### src/rtl/snn_config_loader.sv
// Byte-stream loader: receives SYNC/HDR/DATA[/CSUM] frames into a shadow buffer, then
// writes them to the network register file. Define CFG_CHECKSUM_EN to add the CSUM byte check.
module snn_config_loader (
    input  logic       clk,
    input  logic       reset,
    input  logic [7:0] in_data,
    input  logic       in_valid,
    output logic       in_ready,
    output logic [3:0] addr,
    output logic [7:0] data_out,
    output logic       write_enable,
    output logic       busy,
    output logic       frame_done,
    output logic       frame_error
);
    localparam logic [7:0] SYNC = 8'hA5;

`ifdef CFG_CHECKSUM_EN
    typedef enum logic [2:0] {IDLE, HDR, DATA, CSUM, COMMIT} state_t;
`else
    typedef enum logic [2:0] {IDLE, HDR, DATA, COMMIT} state_t;
`endif

    state_t     state;
    logic [3:0] start_q;
    logic [3:0] count_q;
    logic [3:0] idx;
    logic [7:0] buffer [15];
`ifdef CFG_CHECKSUM_EN
    logic [7:0] sum_q;
`endif

    logic       accept;
    logic       hdr_bad;
    logic [3:0] next_idx;

    assign in_ready = (state != COMMIT);
    assign busy     = (state != IDLE);
    assign accept   = in_valid && in_ready;
    assign next_idx = idx + 4'd1;
    // 5-bit sum so that start+count overflowing the 4-bit address space is caught
    assign hdr_bad  = (in_data[3:0] == 4'd0) ||
                      (({1'b0, in_data[7:4]} + {1'b0, in_data[3:0]}) > 5'd15);

    // NOTE: the shadow buffer is a plain memory with no reset; stale contents are harmless
    // because COMMIT is only reachable after a complete new frame has overwritten them.
    always_ff @(posedge clk) begin
        if (!reset && state == DATA && accept)
            buffer[idx] <= in_data;
    end

    // NOTE: all state below uses non-blocking assignments so every register samples
    // pre-edge values; later assignments in the same branch override the defaults.
    always_ff @(posedge clk) begin
        if (reset) begin
            state        <= IDLE;
            write_enable <= 1'b0;
            frame_done   <= 1'b0;
            frame_error  <= 1'b0;
            addr         <= 4'd0;
            data_out     <= 8'd0;
            start_q      <= 4'd0;
            count_q      <= 4'd0;
            idx          <= 4'd0;
`ifdef CFG_CHECKSUM_EN
            sum_q        <= 8'd0;
`endif
        end else begin
            write_enable <= 1'b0;
            frame_done   <= 1'b0;
            frame_error  <= 1'b0;
            case (state)
                IDLE: begin
                    if (accept && in_data == SYNC)
                        state <= HDR;
                end
                HDR: begin
                    if (accept) begin
                        start_q <= in_data[7:4];
                        count_q <= in_data[3:0];
                        idx     <= 4'd0;
`ifdef CFG_CHECKSUM_EN
                        sum_q   <= in_data;
`endif
                        if (hdr_bad) begin
                            frame_error <= 1'b1;
                            state       <= IDLE;
                        end else begin
                            state <= DATA;
                        end
                    end
                end
                DATA: begin
                    if (accept) begin
                        idx <= next_idx;
`ifdef CFG_CHECKSUM_EN
                        sum_q <= sum_q + in_data;
                        if (idx == count_q - 4'd1)
                            state <= CSUM;
`else
                        if (idx == count_q - 4'd1) begin
                            // First write goes out straight away; a one-byte frame is
                            // still landing in the buffer, so forward it directly.
                            state        <= COMMIT;
                            write_enable <= 1'b1;
                            addr         <= start_q;
                            data_out     <= (idx == 4'd0) ? in_data : buffer[0];
                            idx          <= 4'd0;
                        end
`endif
                    end
                end
`ifdef CFG_CHECKSUM_EN
                CSUM: begin
                    if (accept) begin
                        if (in_data == sum_q) begin
                            state        <= COMMIT;
                            write_enable <= 1'b1;
                            addr         <= start_q;
                            data_out     <= buffer[0];
                            idx          <= 4'd0;
                        end else begin
                            frame_error <= 1'b1;
                            state       <= IDLE;
                        end
                    end
                end
`endif
                COMMIT: begin
                    // idx is the entry currently on the register-file bus
                    if (next_idx == count_q) begin
                        frame_done <= 1'b1;
                        state      <= IDLE;
                    end else begin
                        write_enable <= 1'b1;
                        addr         <= start_q + next_idx;
                        data_out     <= buffer[next_idx];
                        idx          <= next_idx;
                    end
                end
                default: state <= IDLE;
            endcase
        end
    end
endmodule

### config.mk
export PLATFORM = sky130hd
export DESIGN_NAME = snn_config_loader
export DESIGN_NICKNAME = d
export VERILOG_FILES = /design/src/rtl/snn_config_loader.sv
export SDC_FILE = /design/constraint.sdc
export NUM_CORES = 1
export LEC_CHECK = 0
export ABC_AREA = 1
export BUFFER_PORTS_ARGS = -buffer_cell sky130_fd_sc_hd__buf_4
export CAP_MARGIN = 20
export CORE_ASPECT_RATIO = 0.75
export CORE_MARGIN = 4
export CORE_UTILIZATION = 26
export CTS_BUF_LIST = sky130_fd_sc_hd__clkbuf_4
export DETAILED_ROUTE_END_ITERATION = 6
export SLEW_MARGIN = 20
export SYNTH_ARGS = -nofsm -noshare
export SYNTH_HDL_FRONTEND = slang
export SYNTH_SLANG_ARGS = --single-unit
### constraint.sdc
create_clock -name clk -period 2.8 [get_ports clk]
set_clock_uncertainty 0.1 [all_clocks]
set_input_delay 0.28 -clock clk [delete_from_list [all_inputs] [get_ports clk]]
set_output_delay 0.28 -clock clk [all_outputs]
set_load 0.01 [all_outputs]
[Word-level counts from Yosys, hierarchy flattened]
Memories as Yosys holds them, arrays and structs flattened.
Index checks and enable logic that the tools add are counted.
Cells by class
  order comparisons: 1
  reduce and logical (&&, ||, !) cells: 18
  eq/ne operators: 13
  multiplexer cells: 29
  add/sub/neg operators: 4
  bitwise gates (word level): 3
Operator list (number)
  8-bit 2-to-1 mux: 4
  4-bit 2-to-1 mux: 7
  8-bit case mux with 2 select lines: 1
  3-bit 2-to-1 mux: 5
  3-bit case mux with 4 select lines: 1
  4-bit case mux with 3 select lines: 1
  2-bit inequality test, second input constant: 5
  4-bit equality test: 2
  8-bit equality test, second input constant: 1
  4-bit logical NOT: 2
  4-bit case mux with 2 select lines: 1
  4-bit AND reduction: 2
  1-bit 2-to-1 mux: 7
  3-bit by 2-bit equality test with 1-bit output, second input constant: 2
  3-bit nonzero test: 2
  4-bit by 4-bit adder with 5-bit output: 1
  5-bit by 4-bit greater-than comparator with 1-bit output, second input constant: 1
  5-bit AND reduction: 1
  4-bit by 1-bit adder with 4-bit output, second input constant: 1
  4-bit adder: 1
  1-bit logical AND: 4
  4-bit by 1-bit subtractor with 4-bit output, second input constant: 1
  3-bit by 1-bit equality test with 1-bit output, second input constant: 1
  3-bit logical NOT: 1
  11 further kinds: 13
Storage, ports and cells
  RAM bits: 120
  word-level logic and storage cells: 78
  output and inout port bits: 17
  flip-flop bits (word level): 30
  memories: 1
Memory list
  buffer: words 15, width 8, rd ports 2, clocked after Yosys merged registers in 0, wr ports 1, RTL line 28  | logic [7:0] buffer [15];

[Logic depth before layout (Yosys ltp)]
  depth after elaboration: 6
  mapped depth: 17
  gate-level depth less buffers: 13

[Worst setup path after synthesis]
OpenSTA, ideal clock, no wires.
  path type: flip-flop to flip-flop
  from: register idx[0]
  to: register addr[0]
  cell stages (with the launch flop): 17
  arrival: 2.220 ns
  period minus slack after synthesis: 2.435 ns
  buffers on the path: 5
  library setup time: 0.116 ns
  setup slack: 0.365 ns
  path through: dfxtp_1 -> buf_6 -> inv_2 -> buf_2 -> buf_2 -> ha_1 -> buf_2 -> inv_2 -> nand2_1 -> nand3_1 -> nor2_2 -> nand2_1 -> nand2_2 -> nand2_4 -> buf_6 -> o21ai_0 -> nor2_1
Between the ends
  cells in the longest elaborated chain, start to end: 4
Ends and longest elaborated chain
  start: declaration: RTL line 27  | logic [3:0] idx;
  start signal: assignment: RTL line 95  | idx <= next_idx;
  start signal: assignment: RTL line 138  | idx <= next_idx;
  4-bit by 1-bit adder with 4-bit output: RTL line 40  | assign next_idx = idx + 4'd1;
  4-bit adder or 4-bit equality test (tied branches): RTL line 136, 131
  4-bit 2-to-1 mux or 2-bit inequality test (tied branches)
  4-bit case mux with 2 select lines or 4-bit AND reduction (tied branches)
  end signal: assignment: RTL line 106  | addr <= start_q;
  end signal: assignment: RTL line 136  | addr <= start_q + next_idx;
  end: declaration: RTL line 9  | output logic [3:0] addr,
Parallel ways exist; a longest one is shown, timed or not. The select of a mux whose other input is x is not followed.
A chain may end at the register's enable or synchronous reset.

[Worst setup path in the final report]
  from: register idx[1]
  to: register state[1]
Between the ends
  cells in the longest elaborated chain, start to end: 4
Ends and longest elaborated chain
  4-bit by 1-bit adder with 4-bit output: RTL line 40
  4-bit equality test: RTL line 131  | if (next_idx == count_q) begin
  2-bit inequality test (no source line)
  5-bit AND reduction (no source line) (*)
  end signal: assignment: RTL line 56  | state <= IDLE;
  end signal: assignment: RTL line 133  | state <= IDLE;
  end signal: assignment: RTL line 141  | default: state <= IDLE;
  end: declaration: RTL line 24  | state_t state;
Mark *: on every way between the ends. The rest lies on a longest branch, timed or not.

==> flow_metrics.env <==
export IMPL_cts_tree="done"
export IMPL_synth_common_cells="243 x nand2_1, 120 x edfxtp_1, 107 x nand3_1, 72 x inv_1"
export IMPL_synthMuxAreaShare_pct=0
export IMPL_core_um2=26200
export IMPL_cts_buffers_inserted=17
export IMPL_nFillCells=2684
export IMPL_ys_types=31
export IMPL_syn_area_um2=6970
export IMPL_timing_rr_start="idx[1]"
export IMPL_cts_root_buffer="clkbuf_4"
export IMPL_fin_crit_sh_pct=90.5
export IMPL_synth_area_leaders="edfxtp_1 52%, nand2_1 13%, dfxtp_1 8.3%, nand3_1 7.7%, inv_1 3.9%"
export IMPL_clock_latency_ns=0.53
export IMPL_path_class="reg2reg"
export IMPL_synth_edff_count=120
export IMPL_drc=0
export IMPL_area_growth_pct=14.5
export IMPL_nNetsFinal=809
export IMPL_critPathLaunchType="register"
export IMPL_ios=28
export IMPL_synth_top_family_by_area="simple AND/OR/NAND/NOR gates"
export IMPL_floorplan_initialDensity_pct=26.6
export IMPL_drt_first_pass_iters=5
export IMPL_dp_hpwl_um=12400
export IMPL_antenna_found_initial=0
export IMPL_synth_xor_area_share_pct=0.952
export IMPL_synthAdderAreaFrac_pct=2.55
export IMPL_dieArea_um2=29500
export IMPL_ctsHtreeMaxLevel=4
export IMPL_critPathLaunch="idx[1]"
export IMPL_finalHoldViolCount=0
export IMPL_track_usage_pct=12.7
export IMPL_finalCriticalPeriod_ns=2.53
export IMPL_holdWs_ns=0.381
export IMPL_grt_pass1_vias=4991
export IMPL_grt_first_pass_wirelength_um=28800
export IMPL_synth_avg_cell_area_um2=9.45
export IMPL_drv_cap=0
export IMPL_crit_arrival_ns=2.87
export IMPL_grt_overflow_total=0
export IMPL_setup_violations=0
export IMPL_yosysTopAreaCellShare_pct=51.7
export IMPL_die_y_um=150
export IMPL_cts_resized=0
export IMPL_port_buffers=27
export IMPL_fin_tns_setup_ns=0
export IMPL_syn_nets=761
export IMPL_crit_fanout=6
export IMPL_grt_max_degree=38
export IMPL_yosys_area_top_type="edfxtp_1"
export IMPL_status="complete, no violations"
export IMPL_powerDensity_nw_per_um2=485
export IMPL_yosys_area_share_simple_pct=24.9
export IMPL_place_gp_congestion=0.949
export IMPL_cts_clk_slew_worst_paths_ns=0.14
export IMPL_drive_above_1_share_pct=14.2
export IMPL_ys_seq_elements=149
export IMPL_dp_cells=1099
export IMPL_synth_async_sr_flop_share_pct=0
export IMPL_wl_per_cell_um=16.3
export IMPL_drt_initial_drc_count=592
export IMPL_utilization_pct=30.5
export IMPL_num_vias=5224
export IMPL_n_antenna_cell=0
export IMPL_cts_buffer_depth=2
export IMPL_ys_seq_area_share_pct=60.1
export IMPL_end_kind="register"
export IMPL_min_from="start_q[3]"
export IMPL_syn_instance_count=737
export IMPL_dieWidth_um=197
export IMPL_synth_compound_area_share_pct=4.47
export IMPL_ant_nets=0
export IMPL_cts_hold_buf=11
export IMPL_worstHoldPathType="reg2reg"
export IMPL_grt_setup_unrepaired="false"
export IMPL_cp_required_ns=3.14
export IMPL_leakage_nw=3.21
export IMPL_worst_slew_pin_slew_ns=0.739
export IMPL_dp_slack_ns=0.509
export IMPL_clock_fmax_mhz=395
export IMPL_cts_sinks=149
export IMPL_slew_headroom_pct=50.6
export IMPL_yosys_most_used_dff="edfxtp_1"
export IMPL_setup_slack_ns=0.265
export IMPL_fin_cells=1142
export IMPL_routed_via_density=4.57
export IMPL_synth_most_common_cell="nand2_1"
export IMPL_drv_slew=0
export IMPL_cts_setup_buffers=0
export IMPL_yosysWarnings=0
export IMPL_num_rows=51
export IMPL_totalWireLength_um=18600
export IMPL_ir_worst_vdd_uv=209
## cell families (layout without fill, tap and decap cells)
logic type / after synthesis / in the layout
xor gates and xnor gates: 5 / 5
DFF: 149 / 149
buffers and inverters: 110 / 171
adders and majority gates: 13 / 13
and+or+nand+nor: 404 / 404
AOI/OAI and AO/OA: 56 / 56
## registers in the layout (all words and copies together), names as in the netlist
signal        flops
data_out          8
addr              4
start_q           4
state             2
buffer          120
count_q           4
idx               4
frame_done        1
frame_error       1
write_enable      1
## metrics by stage
| stage | cell area [um^2] | power (mW) |
|---|---|---|
| floorplan | 6970 | 2.47 |
| global placement | 7580 | 2.53 |
| detailed placement | 7580 | 2.54 |
| CTS | 7980 | 3.90 |
| global route | 7980 | 4.01 |
| finish | 7980 | 3.87 |
## power breakdown
| group | switching, mW | internal [mW] | leakage, nW |
|---|---|---|---|
| Combinational | 0.0781 | 0.0327 | 1.74 |
| Clock | 0.823 | 0.549 | 0.153 |
| Sequential | 0.000825 | 2.39 | 1.31 |
## cell type report
cell class | instances | area (um^2) | share of cell area (%)
inverters | 78 | 303 | 3.80
flip-flops and latches | 149 | 4190 | 52.5
repair buffers | 61 | 485 | 6.09
clock inverters | 14 | 150 | 1.88
multi-input cells | 478 | 2290 | 28.7
clock buffers | 18 | 135 | 1.69
well taps | 344 | 430 | 5.40
## worst max-delay path: stages (launching register included)
cell and delay, ns:
dfxtp_1 0.51, inv_1 0.12, ha_1 0.49, inv_2 0.07, nand2_1 0.06, nand3_1 0.08
nor2_2 0.12, nand3_1 0.15, nand2_1 0.11, a21oi_1 0.06, dlygate4sd3_1 0.57
## per-layer routing
metal	up-vias	global-route usage (%)	wire length, um
li1	2520	-	-
met1	2497	19.5	9540
met2	192	17.2	7400
met3	15	4.07	1530
met4	0	2.49	107
met5	-	0	0
## final timing paths
check | endpoint | slack (ns) | depth (start not counted)
hold reg to reg | start_q[3] | 0.38 | 2
setup / recovery | state[1] | 0.27 | 10
setup reg to reg | state[1] | 0.27 | 10
hold / removal | start_q[3] | 0.38 | 2
## layout by cell type (no fill, tap or decap), types with 18 or more instances in the layout
| cell | netlist | final |
|---|---|---|
| buf_4 | 3 | 50 |
| nor2_1 | 29 | 29 |
| dfxtp_1 | 29 | 28 |
| inv_1 | 72 | 72 |
| nand3_1 | 107 | 107 |
| edfxtp_1 | 120 | 120 |
| o21ai_0 | 25 | 25 |
| clkbuf_4 | 0 | 18 |
| a21oi_1 | 23 | 23 |
| nand2_1 | 243 | 243 |
No activity file was read; power rests on OpenSTA's default activity.
